$ cat src/rtl/mvm_result_collector.sv
// Captures each K-word MVM result frame into a word FIFO and replays it on a
// valid/ready stream tagged with in-frame index and last. Frames only become visible once complete.
module mvm_result_collector #(
    parameter int K     = 16,
    parameter int B     = 8,
    parameter int DEPTH = 32,
    parameter int LAT   = 1,
    localparam int IW   = (K > 1) ? $clog2(K) : 1,
    localparam int AW   = $clog2(DEPTH),
    localparam int PW   = AW + 1,
    localparam int WW   = (LAT > 1) ? $clog2(LAT) : 1
) (
    input  logic            clk,
    input  logic            reset,
    input  logic            mvm_reset,
    input  logic            done,
    input  logic [2*B-1:0]  res_data,
    output logic [2*B-1:0]  m_data,
    output logic            m_valid,
    input  logic            m_ready,
    output logic [IW-1:0]   m_index,
    output logic            m_last,
    output logic            busy,
    output logic [15:0]     frame_count,
    output logic [7:0]      drop_count
);
    typedef enum logic [1:0] {IDLE, WAIT, CAPTURE} state_t;

    state_t          state, state_n;
    logic            done_q;
    logic [PW-1:0]   wr_spec, wr_cmt, rd_ptr, rd_next, occ;
    logic [PW:0]     free;
    logic [IW-1:0]   cap_cnt;
    logic [WW-1:0]   wait_cnt;
    logic [2*B-1:0]  mem [DEPTH];
    logic            rise, space_ok, cap_last, wait_last, wr_en, pop;

    assign rise      = done & ~done_q;
    assign occ       = wr_cmt - rd_ptr;
    assign free      = (PW+1)'(DEPTH) - {1'b0, occ};
    assign space_ok  = free >= (PW+1)'(K);
    assign cap_last  = cap_cnt == IW'(K - 1);
    assign wait_last = wait_cnt == WW'((LAT > 1) ? LAT - 2 : 0);
    assign wr_en     = (state == CAPTURE) && !mvm_reset;
    assign m_valid   = wr_cmt != rd_ptr;
    assign pop       = m_valid && m_ready;
    assign rd_next   = rd_ptr + (pop ? PW'(1) : PW'(0));
    assign m_last    = m_index == IW'(K - 1);
    assign busy      = state != IDLE;

    always_ff @(posedge clk or posedge reset) begin
        if (reset) state <= IDLE;
        else       state <= state_n;
    end

    always_comb begin
        state_n = state;
        case (state)
            IDLE:    if (rise && space_ok) state_n = (LAT == 1) ? CAPTURE : WAIT;
            WAIT:    if (mvm_reset) state_n = IDLE;
                     else if (wait_last) state_n = CAPTURE;
            CAPTURE: if (mvm_reset || cap_last) state_n = IDLE;
            default: state_n = IDLE;
        endcase
    end

    always_ff @(posedge clk) begin
        if (wr_en) mem[wr_spec[AW-1:0]] <= res_data;
    end

    always_ff @(posedge clk or posedge reset) begin
        if (reset) begin
            done_q      <= 1'b0;
            wr_spec     <= '0;
            wr_cmt      <= '0;
            rd_ptr      <= '0;
            cap_cnt     <= '0;
            wait_cnt    <= '0;
            m_data      <= '0;
            m_index     <= '0;
            frame_count <= '0;
            drop_count  <= '0;
        end else begin
            done_q <= done;
            if (state == IDLE && rise && !space_ok && drop_count != 8'hFF)
                drop_count <= drop_count + 8'd1;
            wait_cnt <= (state == WAIT) ? wait_cnt + WW'(1) : '0;
            // Abort rolls the speculative pointer back; committed words stay intact
            if (busy && mvm_reset) begin
                wr_spec <= wr_cmt;
                cap_cnt <= '0;
            end else if (state == CAPTURE) begin
                wr_spec <= wr_spec + PW'(1);
                cap_cnt <= cap_last ? '0 : cap_cnt + IW'(1);
                if (cap_last) begin
                    wr_cmt      <= wr_spec + PW'(1);
                    frame_count <= frame_count + 16'd1;
                end
            end
            if (pop) begin
                rd_ptr  <= rd_next;
                m_index <= m_last ? '0 : m_index + IW'(1);
            end
            // Show-ahead register; bypass covers a write landing on the next read slot
            m_data <= (wr_en && wr_spec[AW-1:0] == rd_next[AW-1:0]) ? res_data
                                                                   : mem[rd_next[AW-1:0]];
        end
    end
endmodule

$ cat config.mk
export PLATFORM = sky130hd
export DESIGN_NAME = mvm_result_collector
export DESIGN_NICKNAME = d
export VERILOG_FILES = /design/src/rtl/mvm_result_collector.sv
export SDC_FILE = /design/constraint.sdc
export NUM_CORES = 1
export LEC_CHECK = 0
export CORE_MARGIN = 4
export CORE_UTILIZATION = 61
export CTS_CLUSTER_DIAMETER = 100
export DETAILED_ROUTE_END_ITERATION = 10
export HOLD_SLACK_MARGIN = 0.03
export PLACE_DENSITY = 0.79
export SETUP_SLACK_MARGIN = 0.05
export SLEW_MARGIN = 20
export SYNTH_ARGS = -nofsm -noshare
export SYNTH_HDL_FRONTEND = slang
export SYNTH_SLANG_ARGS = --single-unit
$ cat constraint.sdc
create_clock -name clk -period 5.4 [get_ports clk]
set_clock_uncertainty 0.05 [all_clocks]
set_input_delay 1.35 -clock clk [delete_from_list [all_inputs] [get_ports clk]]
set_output_delay 1.35 -clock clk [all_outputs]
set_load 0.1 [all_outputs]
# Yosys cells after proc, flatten, opt, wreduce, memory -nomap -nowiden
# Memories as Yosys holds them, arrays and structs flattened. A register that Yosys moved wholly into a read port is not among the register bits.
# Cells that the tools add are included.
[totals]
ff_bits = 54
latch_bits = 0
ramBits = 512
romBits = 0
word_cells = 63
mem_count = 1
[mem_list]
columns = ["name", "words", "width", "read_ports", "rd_clocked_by_memory_dff", "write_ports", "line_no", "source"]
rows = [
  ["mem", 32, 16, 1, 1, 1, "35", "logic [2*B-1:0] mem [DEPTH];"],
]
[op_classes]
addsub = 9
multipliers = 0
n_div = 0
order_cmp = 1
eq_ne = 9
shifts = 0
mux = 15
bitwise = 3
reduce_logical = 15
[ops]
columns = ["cell", "count"]
rows = [
  ["16-bit by 1-bit adder with 16-bit output, second input constant", 1],
  ["4-bit 2-to-1 mux", 4],
  ["6-bit 2-to-1 mux", 2],
  ["4-bit by 1-bit adder with 4-bit output, second input constant", 2],
  ["8-bit by 1-bit adder with 8-bit output, second input constant", 1],
  ["4-bit equality test, second input constant", 2],
  ["2-bit 2-to-1 mux", 4],
  ["8-bit inequality test, second input constant", 1],
  ["7-bit by 5-bit greater-or-equal comparator with 1-bit output, second input constant", 1],
  ["1-bit logical AND", 7],
  ["6-bit by 6-bit subtractor with 7-bit output, first input constant", 1],
  ["6-bit by 1-bit adder with 6-bit output", 1],
  ["6-bit by 1-bit adder with 6-bit output, second input constant", 1],
  ["6-bit inequality test", 1],
  ["2-bit case mux with 3 select lines", 1],
  ["3-bit AND reduction", 2],
  ["6-bit subtractor", 1],
  ["1-bit 2-to-1 mux", 4],
  ["2-bit inequality test, second input constant", 2],
  ["2-bit nonzero test", 2],
  ["3-bit inequality test, second input constant", 1],
  ["2-bit by 1-bit equality test with 1-bit output, second input constant", 1],
  ["2-bit equality test, second input constant", 1],
  ["1-bit zero test", 2],
  ["other kinds (5)", 6],
]

# Depth between registers and ports, before layout
# Gate-level depths: netlist (run 1).
[depth]
ltp_word = 6
ltp_mapped = 18

# Least setup slack after synthesis (run 1)
# Ideal clock, no wire load.
[synth_timing]
path_type = "reg-to-reg"
startpoint = "register rd_ptr[3]"
endpoint = "register m_data[11] (read register of mem)"
t_arrival_ns = 4.556
required_time_ns = 5.226
setup_slack_ns = 0.670
path_stages_with_launch = 17
n_path_buf = 3
synth_period_minus_slack_ns = 4.730
path_cell_list = "dfrtp_1 > clkbuf_1 > inv_1 > ha_1 > nand4_1 > nor2_1 > nand2_1 > nand2_1 > clkinv_1 > ha_1 > ha_1 > buf_1 > clkbuf_1 > mux4_2 > mux4_2 > mux2i_1 > o21ai_1"
[synth_between]
elab_chain_len = 4
[synth_rtl]
columns = ["element", "line_no", "source"]
rows = [
  ["from (decl)", "31", "logic [PW-1:0] wr_spec, wr_cmt, rd_ptr, rd_next, occ;"],
  ["from (signal assigned)", "101", "rd_ptr <= rd_next;"],
  ["6-bit inequality test", "45", "assign m_valid = wr_cmt != rd_ptr;"],
  ["via m_valid", "19", "output logic m_valid,"],
  ["1-bit logical AND", "46", "assign pop = m_valid && m_ready;"],
  ["via pop", "36", "logic rise, space_ok, cap_last, wait_last, wr_en, pop;"],
  ["1-bit 2-to-1 mux", "47", "assign rd_next = rd_ptr + (pop ? PW'(1) : PW'(0));"],
  ["6-bit by 1-bit adder with 6-bit output", "47", ""],
  ["via rd_next[1]", "31", ""],
  ["to (decl)", "18", "output logic [2*B-1:0] m_data,"],
]
# The timed path passes the listed nets, and every way through them passes these cells.
# A chain may end at the register's enable or synchronous reset.

# Worst setup path in the final report (run 1)
[layout_timing]
startpoint = "register rd_ptr[2]"
endpoint = "output port m_valid"
[layout_between]
elab_chain_len = 1
[layout_rtl]
columns = ["element", "line_no"]
rows = [
  ["6-bit inequality test", "45"],
  ["to (decl)", "19"],
]
# No other way between the ends.

==> key figures, run 1 <==
Floorplan
  • Rows: 70
  • Die area: between 0.04 and 0.05 mm²
  • Initial core utilization: 62.2%
  • Die X: approximately 200 µm
  • Die Span Y: 202 µm
  • Core area: 0.0369 mm²
  • IO Pins: 68

STA
  • Max Slew Vio Count: 0
  • Min cycle time layout: 4.39 ns
  • Peak Freq: 0.228 GHz
  • Hold Vio Cnt, Final: 0
  • RSZ-0062 raised after global routing: no
  • Setup Viol. Count Final: 0
  • Max-slew headroom: 27.1%
  • WHS: 0.424 ns
  • Slew @ Worst Pin: 1.09 ns
  • Setup TNS: 0 ns
  • Final worst path period share: 81.3%

Route
  • Wire per inst: 30.1 µm
  • DRC Markers: 0
  • DRT Pass-1 Iters: 6
  • Post-DR vias/cell: 6.53
  • DR iter-0 viols: ~1.4k
  • Vias: 11.6k
  • DRT antenna net count: 0
  • Routed WL: around 54 mm

Global routing
  • Total GRT Usage: roughly 27%
  • Initial antenna violation count: 4
  • Grt ovf: 0
  • Largest net degree at the start of global routing: 67
  • Vias in the first global route: 11.8k
  • First-pass GRT wire length: 79.8 mm

Synthesis
  • Yosys reg bits: 580
  • Largest cells by area after synthesis: edfxtp_1 (67%), mux4_2 (15%), dfrtp_1 (7.4%)
  • Mapped cell area: 0.0229 mm²
  • Mux cell area share after synthesis: 16.9%
  • Synth Area in Compound Gates: 1.59%
  • Cell taking the most area after synthesis: edfxtp_1
  • Ys Warns: 0
  • Largest family of logic cells by synthesized area: multiplexers
  • Synth Area in XOR/XNOR: 1.67%
  • Main synth FF type: edfxtp_1
  • Sequential area share after synthesis: 74.4%
  • Syn Nets: about 1.1k
  • Synth Area in Adders: 0.905%
  • Synth Instances: 1104
  • Async SR Flop Fraction: 11.7%
  • EDFF count, synth: 512
  • Syn Area/Cell: 20.8 µm²
  • Post-Synth Simple-Gate Area: around 3.2%
  • Yosys top cell area share: 67.0%
  • Yosys cell types: 49

Setup path
  • CP required: 4.00 ns
  • Critical Path Fanout Max: 6
  • Setup CP Type: reg2out
  • Flop2flop setup slack: roughly 1.1 ns
  • Crit end category: output pin
  • Worst Path Arrival: 2.99 ns
  • CP Launch Type: flop

Final layout
  • Layout cells sized above 1: about a quarter
  • Layout Nets: 1266
  • Fill cells: 2121
  • Final cell count without fillers: 1780
  • P&R area growth vs syn: 14.3%
  • Post-route cell area: approximately 0.026 mm²
  • Most frequent cells in the layout: edfxtp_1 (512), mux4_2 (150), dfrtp_1 (68)
  • Most common cell after layout, fill and taps aside: edfxtp_1

Placed design
  • Hpwl dp: 28.3 mm
  • Number of cells after detailed placement: 1677
  • Placed Area: 0.0246 mm²
  • Placer Congestion: between 0.7 and 0.8
  • Count of input and output buffers: 67

Clock network
  • Num CTS Buffers: 54
  • H-tree depth: 2
  • Post-cts sizing count: 0
  • CTS Hold Buffers Added: 0
  • CTS sink cnt: 580
  • Clock Latency Late Sink: between 0.5 and 0.6 ns
  • Setup bufs post-CTS: 0
  • Clk root buf: clkbuf_16
  • CTS tree: yes
  • Clk buf depth: 3
  • Reg clk slew, reported paths: around 0.06 ns

Power and ir drop
  • Max VDD drop: around 0.34 mV
  • Power Density: 541 mW/mm²
  • Leak pwr: about 8.7 nW

Status
  • Outcome: finished clean

Job
  • Max Cap Violations: 0

Hold path
  • Hold crit path type: reg2reg
## cells by family after synthesis
kind of cell / Yosys count
DFF: 580
muxes: 183
and+or+nand+nor: 157
buffers and inverters: 64
AOI/OAI and AO/OA: 62
xor gates and xnor gates: 42
adders and majority gates: 16
## final cells by class
| type | instances | area, µm² | share of cell area, % |
|---|---|---|---|
| sequential | 580 | 17100 | 65.1 |
| multi-input combinational | 460 | 5670 | 21.6 |
| clock buffer | 78 | 1500 | 5.72 |
| timing repair buffer | 118 | 1080 | 4.11 |
| tap | 504 | 631 | 2.40 |
| clock inverter | 23 | 213 | 0.811 |
| inverter | 15 | 58.8 | 0.224 |
| antenna | 2 | 5.00 | 0.0191 |
## final timing paths
check	depth (start not counted)	to	from
max	6	m_valid	rd_ptr[2]
min	1	frame_count[15]	frame_count[15]
max reg2reg	13	m_data[13]	rd_ptr[2]
min reg2reg	1	frame_count[15]	frame_count[15]
max in group asynchronous	3	m_data[11]	reset
min in group asynchronous	2	m_data[9]	reset
## metrics by stage
step / util, % / power, W / setup WS, ns
after floorplan: - / 0.00915 / 0.670
after global placement: 66.6 / 0.0104 / 0.746
after detailed placement: 66.6 / 0.0106 / 0.675
after CTS: 71.3 / 0.0143 / 0.974
after global routing: 71.1 / 0.0148 / 0.754
final: 71.1 / 0.0142 / 1.01
## power breakdown
group	total [W]	internal, W	switching (W)
clock network	0.00368	0.00208	0.00160
registers	0.00540	0.00513	0.000262
logic	0.00511	0.00226	0.00285
total	0.0142	0.00948	0.00472
## state kept, by name (all words and copies together) (netlist names)
| name | flops |
|---|---|
| wr_cmt | 6 |
| m_index | 4 |
| mem | 512 |
| drop_count | 8 |
| frame_count | 16 |
| wr_spec | 6 |
| done_q | 1 |
| rd_ptr | 6 |
| cap_cnt | 4 |
| m_data | 16 |
| state | 1 |
## cells in the mapped netlist, types with 2 or more instances
cell type  instances
a22o_1             6
xnor2_1           28
and3_1             9
xor2_1            12
nand3b_1           3
nor2b_1            2
o22ai_1            2
o21a_1             2
xnor2_2            2
a21oi_1           12
nand2_1           46
ha_1              15
or3b_2             3
nand3_1           17
o21ai_1           16
mux2_2             3
buf_1              4
nand4_1            9
dfrtp_1           68
o21ai_0           13
buf_4              2
clkbuf_1          20
mux2i_1           19
mux4_2           150
nor2_1            50
a21o_1             2
a31oi_1            6
edfxtp_1         512
inv_1             14
mux4_1            10
buf_6              2
buf_2             20
nand2b_1           4
nor3_1             6
## per-layer routing
layer / GRT usage [%] / part of all wire, %
met1: 37.2 / 36
met2: 43.6 / 50
met3: 5.17 / 9.9
met4: 9.59 / 3.8
met5: 0 / 0.037
## worst max-delay path: stages (launching register included)
cell and delay (ns):
dfrtp_1 0.55, inv_1 0.08, ha_1 0.35, nand4_1 0.12, nor2_1 0.06, nand2_1 0.11
clkdlybuf4s50_1 1.15
Power figures use the tool's default switching activity.
==> run 2: changes to the inputs <==
--- a/config.mk
+++ b/config.mk
@@ -6,11 +6,11 @@
 export NUM_CORES = 1
 export LEC_CHECK = 0
 export CORE_MARGIN = 4
-export CORE_UTILIZATION = 61
+export CORE_UTILIZATION = 55
 export CTS_CLUSTER_DIAMETER = 100
 export DETAILED_ROUTE_END_ITERATION = 10
 export HOLD_SLACK_MARGIN = 0.03
-export PLACE_DENSITY = 0.79
+export PLACE_DENSITY = 0.75
 export SETUP_SLACK_MARGIN = 0.05
 export SLEW_MARGIN = 20
 export SYNTH_ARGS = -nofsm -noshare
==> constraint.sdc (replaced) <==
create_clock -name clk -period 3.8 [get_ports clk]
set_clock_uncertainty 0.05 [all_clocks]
set_input_delay 0.95 -clock clk [delete_from_list [all_inputs] [get_ports clk]]
set_output_delay 0.95 -clock clk [all_outputs]
set_load 0.1 [all_outputs]
==> key figures, run 2 (synthesized netlist as in run 1, its figures left out) <==
Status
  • Outcome: finished clean

Clock network
  • CTS sink cnt: 580 (unchanged)
  • Num CTS Buffers: 57 (+5.6%)
  • Reg clk slew, reported paths: 0.06 ns (about the same)
  • Clk buf depth: 3 (unchanged)
  • H-tree depth: 2 (unchanged)
  • Clock Latency Late Sink: 0.61 ns (+0.02 ns)
  • Clk root buf: clkbuf_16
  • CTS tree: yes

STA
  • Final worst path period share: 93.8%
  • Max-slew headroom: 27.8% (+0.67 points)
  • RSZ-0062 raised after global routing: no
  • Hold Vio Cnt, Final: 0 (unchanged)
  • Slew @ Worst Pin: 1.08 ns (-0.0101 ns)
  • Min cycle time layout: around 3.6 ns
  • Max Slew Vio Count: 0 (unchanged)
  • Setup Viol. Count Final: 0 (unchanged)
  • Peak Freq: around 0.28 GHz

Global routing
  • Vias in the first global route: 11.8k (-0.71%)
  • Total GRT Usage: 23.7% (-3.1 points)
  • Largest net degree at the start of global routing: 39 (-42%)
  • First-pass GRT wire length: 77.1 mm (-3.3%)
  • Initial antenna violation count: 2 (-2)
  • Grt ovf: 0 (unchanged)

Placed design
  • Count of input and output buffers: 67 (unchanged)
  • Hpwl dp: 29.7 mm (+5.1%)
  • Placer Congestion: 0.785 (-0.70%)
  • Placed Area: 0.0250 mm² (+1.8%)

Setup path
  • Critical Path Fanout Max: 14 (+8)
  • Crit end category: flop
  • Top cell family by delay on the critical path: multiplexers
  • Slowest cell delay on critical path: 0.54 ns (-0.61 ns)
  • Worst Path Arrival: 3.99 ns (+1.00 ns)
  • Cells along the critical path: inv_1 -> ha_1 -> nand4_1 -> nor2_1 -> nand2_4 -> nand2_4 -> clkinv_2 -> ha_4 -> buf_12 -> buf_12 -> mux4_2 -> mux4_2 -> mux2i_1 -> o21ai_1
  • CP required: 4.23 ns (+0.23 ns)
  • Slowest-stage cell, CP: mux4_2
  • Worst path bufs/invs: 4 (+2)
  • Setup CP Type: reg2reg
  • CP Launch Type: flop

Final layout
  • Layout Nets: 1305 (+3.1%)
  • Layout cells sized above 1: 30.2% (+4.8 points)
  • Final Core Density: 65.5% (-5.6 points)
  • Most common cell after layout, fill and taps aside: edfxtp_1
  • P&R area growth vs syn: 17.1%
  • Fill cells: 2587 (+22%)
  • Post-route cell area: 0.0269 mm² (+2.4%)
  • Max reg flops: 512 (unchanged)
  • Most frequent cells in the layout: edfxtp_1 (512), mux4_2 (150), buf_4 (90)

Power and ir drop
  • Power Density: 778 mW/mm² (+44%)
  • Total power: 0.0209 W (+47%)
  • Leak pwr: 9.02 nW (+4.0%)
  • Max VDD drop: 0.436 mV (+28%)

Route
  • Wire per inst: 28.2 µm (-6.4%)
  • Routed WL: 52.1 mm (-2.8%)
  • DRT antenna net count: 0 (unchanged)
  • DRC Markers: 0 (unchanged)
  • DR iter-0 viols: 1345 (-5.4%)
  • Vias: 11.4k (-1.5%)
  • DRT Pass-1 Iters: 5 (-1)
  • Post-DR vias/cell: 6.19 (-5.2%)

Hold path
  • Hold crit path type: reg2reg

Floorplan
  • Core area: 0.0410 mm² (+11%)
  • Die area: 0.0450 mm² (+10%)
  • Rows: 74 (+5.7%)
  • Die Span Y: 212 µm (+5.1%)
  • Die X: 212 µm (+5.1%)
  • Initial core utilization: 55.9% (-6.3 points)
  • IO Pins: 68 (unchanged)

Job
  • Max Cap Violations: 0 (unchanged)
==> run 2: path summary, 6_finish.rpt <==
kind	slack, ns	depth (start not counted)	to	from
max reg2reg	0.24	14	m_data[10]	rd_ptr[3]
max in group asynchronous	2.30	3	wr_spec[3]	reset
max	0.24	14	m_data[10]	rd_ptr[3]
min in group asynchronous	0.68	2	cap_cnt[3]	reset
min	0.42	1	frame_count[15]	frame_count[15]
min reg2reg	0.42	1	frame_count[15]	frame_count[15]
==> run 2: worst reg2reg max path, stage by stage, from the launching register on <==
cell and delay (ns):
dfrtp_1 0.34, inv_1 0.09, ha_1 0.36, nand4_1 0.10, nor2_1 0.18, nand2_4 0.08, nand2_4 0.08, clkinv_2 0.07
ha_4 0.39, buf_12 0.21, buf_12 0.17, mux4_2 0.52, mux4_2 0.54, mux2i_1 0.17, o21ai_1 0.08
==> run 2: layer usage <==
| metal | track usage [%] | up-vias | routed length (µm) |
|---|---|---|---|
| li1 | - | 4848 | - |
| met1 | 32.4 | 5952 | 19500 |
| met2 | 38.1 | 547 | 25800 |
| met3 | 5.28 | 94 | 4830 |
| met4 | 9.26 | 2 | 1980 |
| met5 | 0 | - | 13 |
==> run 2: stage by stage <==
stage | hold WS (ns) | worst slack [ns] | setup TNS [ns] | cells
after detailed placement | 0.419 | -0.0461 | -0.143 | 1740
after floorplan | 0.410 | 0.0679 | 0 | 1104
after global routing | 0.458 | 0.0751 | 0 | 1847
final | 0.425 | 0.237 | 0 | 1848
after global placement | 0.412 | -0.0495 | -0.108 | 1740
after CTS | 0.432 | 0.131 | 0 | 1846
==> run 2: layout make-up <==
| type | instances | area, µm² | area share (%) |
|---|---|---|---|
| Clock inverter | 27 | 295 | 1.10 |
| Multi-Input combinational cell | 460 | 5720 | 21.3 |
| Clock buffer | 79 | 1590 | 5.92 |
| Inverter | 15 | 58.8 | 0.219 |
| Timing Repair Buffer | 154 | 1460 | 5.44 |
| Antenna cell | 1 | 2.50 | 0.00931 |
| Sequential cell | 580 | 17100 | 63.6 |
| Tap cell | 532 | 666 | 2.48 |
==> run 2: power breakdown <==
group	internal [W]	switching, W	leakage, nW
Combinational	0.00359	0.00410	2.64
Sequential	0.00730	0.000346	5.46
Clock	0.00321	0.00236	0.914
==> run 2: timing repair <==
| action | CTS | global route |
|---|---|---|
| hold buffers | 0 | 0 |
| resized for setup | 0 | 1 |
| setup endpoints to repair | 0 | 4 |
| buffers inserted | 0 | 1 |
==> run 3: changes to the inputs <==
--- a/config.mk
+++ b/config.mk
@@ -5,6 +5,7 @@
 export SDC_FILE = /design/constraint.sdc
 export NUM_CORES = 1
 export LEC_CHECK = 0
+export ABC_CLOCK_PERIOD_IN_PS = 3800
 export CORE_MARGIN = 4
 export CORE_UTILIZATION = 55
 export CTS_CLUSTER_DIAMETER = 100
==> results of run 3 <==
The final DEF is identical to that of run 2; final timing and power are the same.
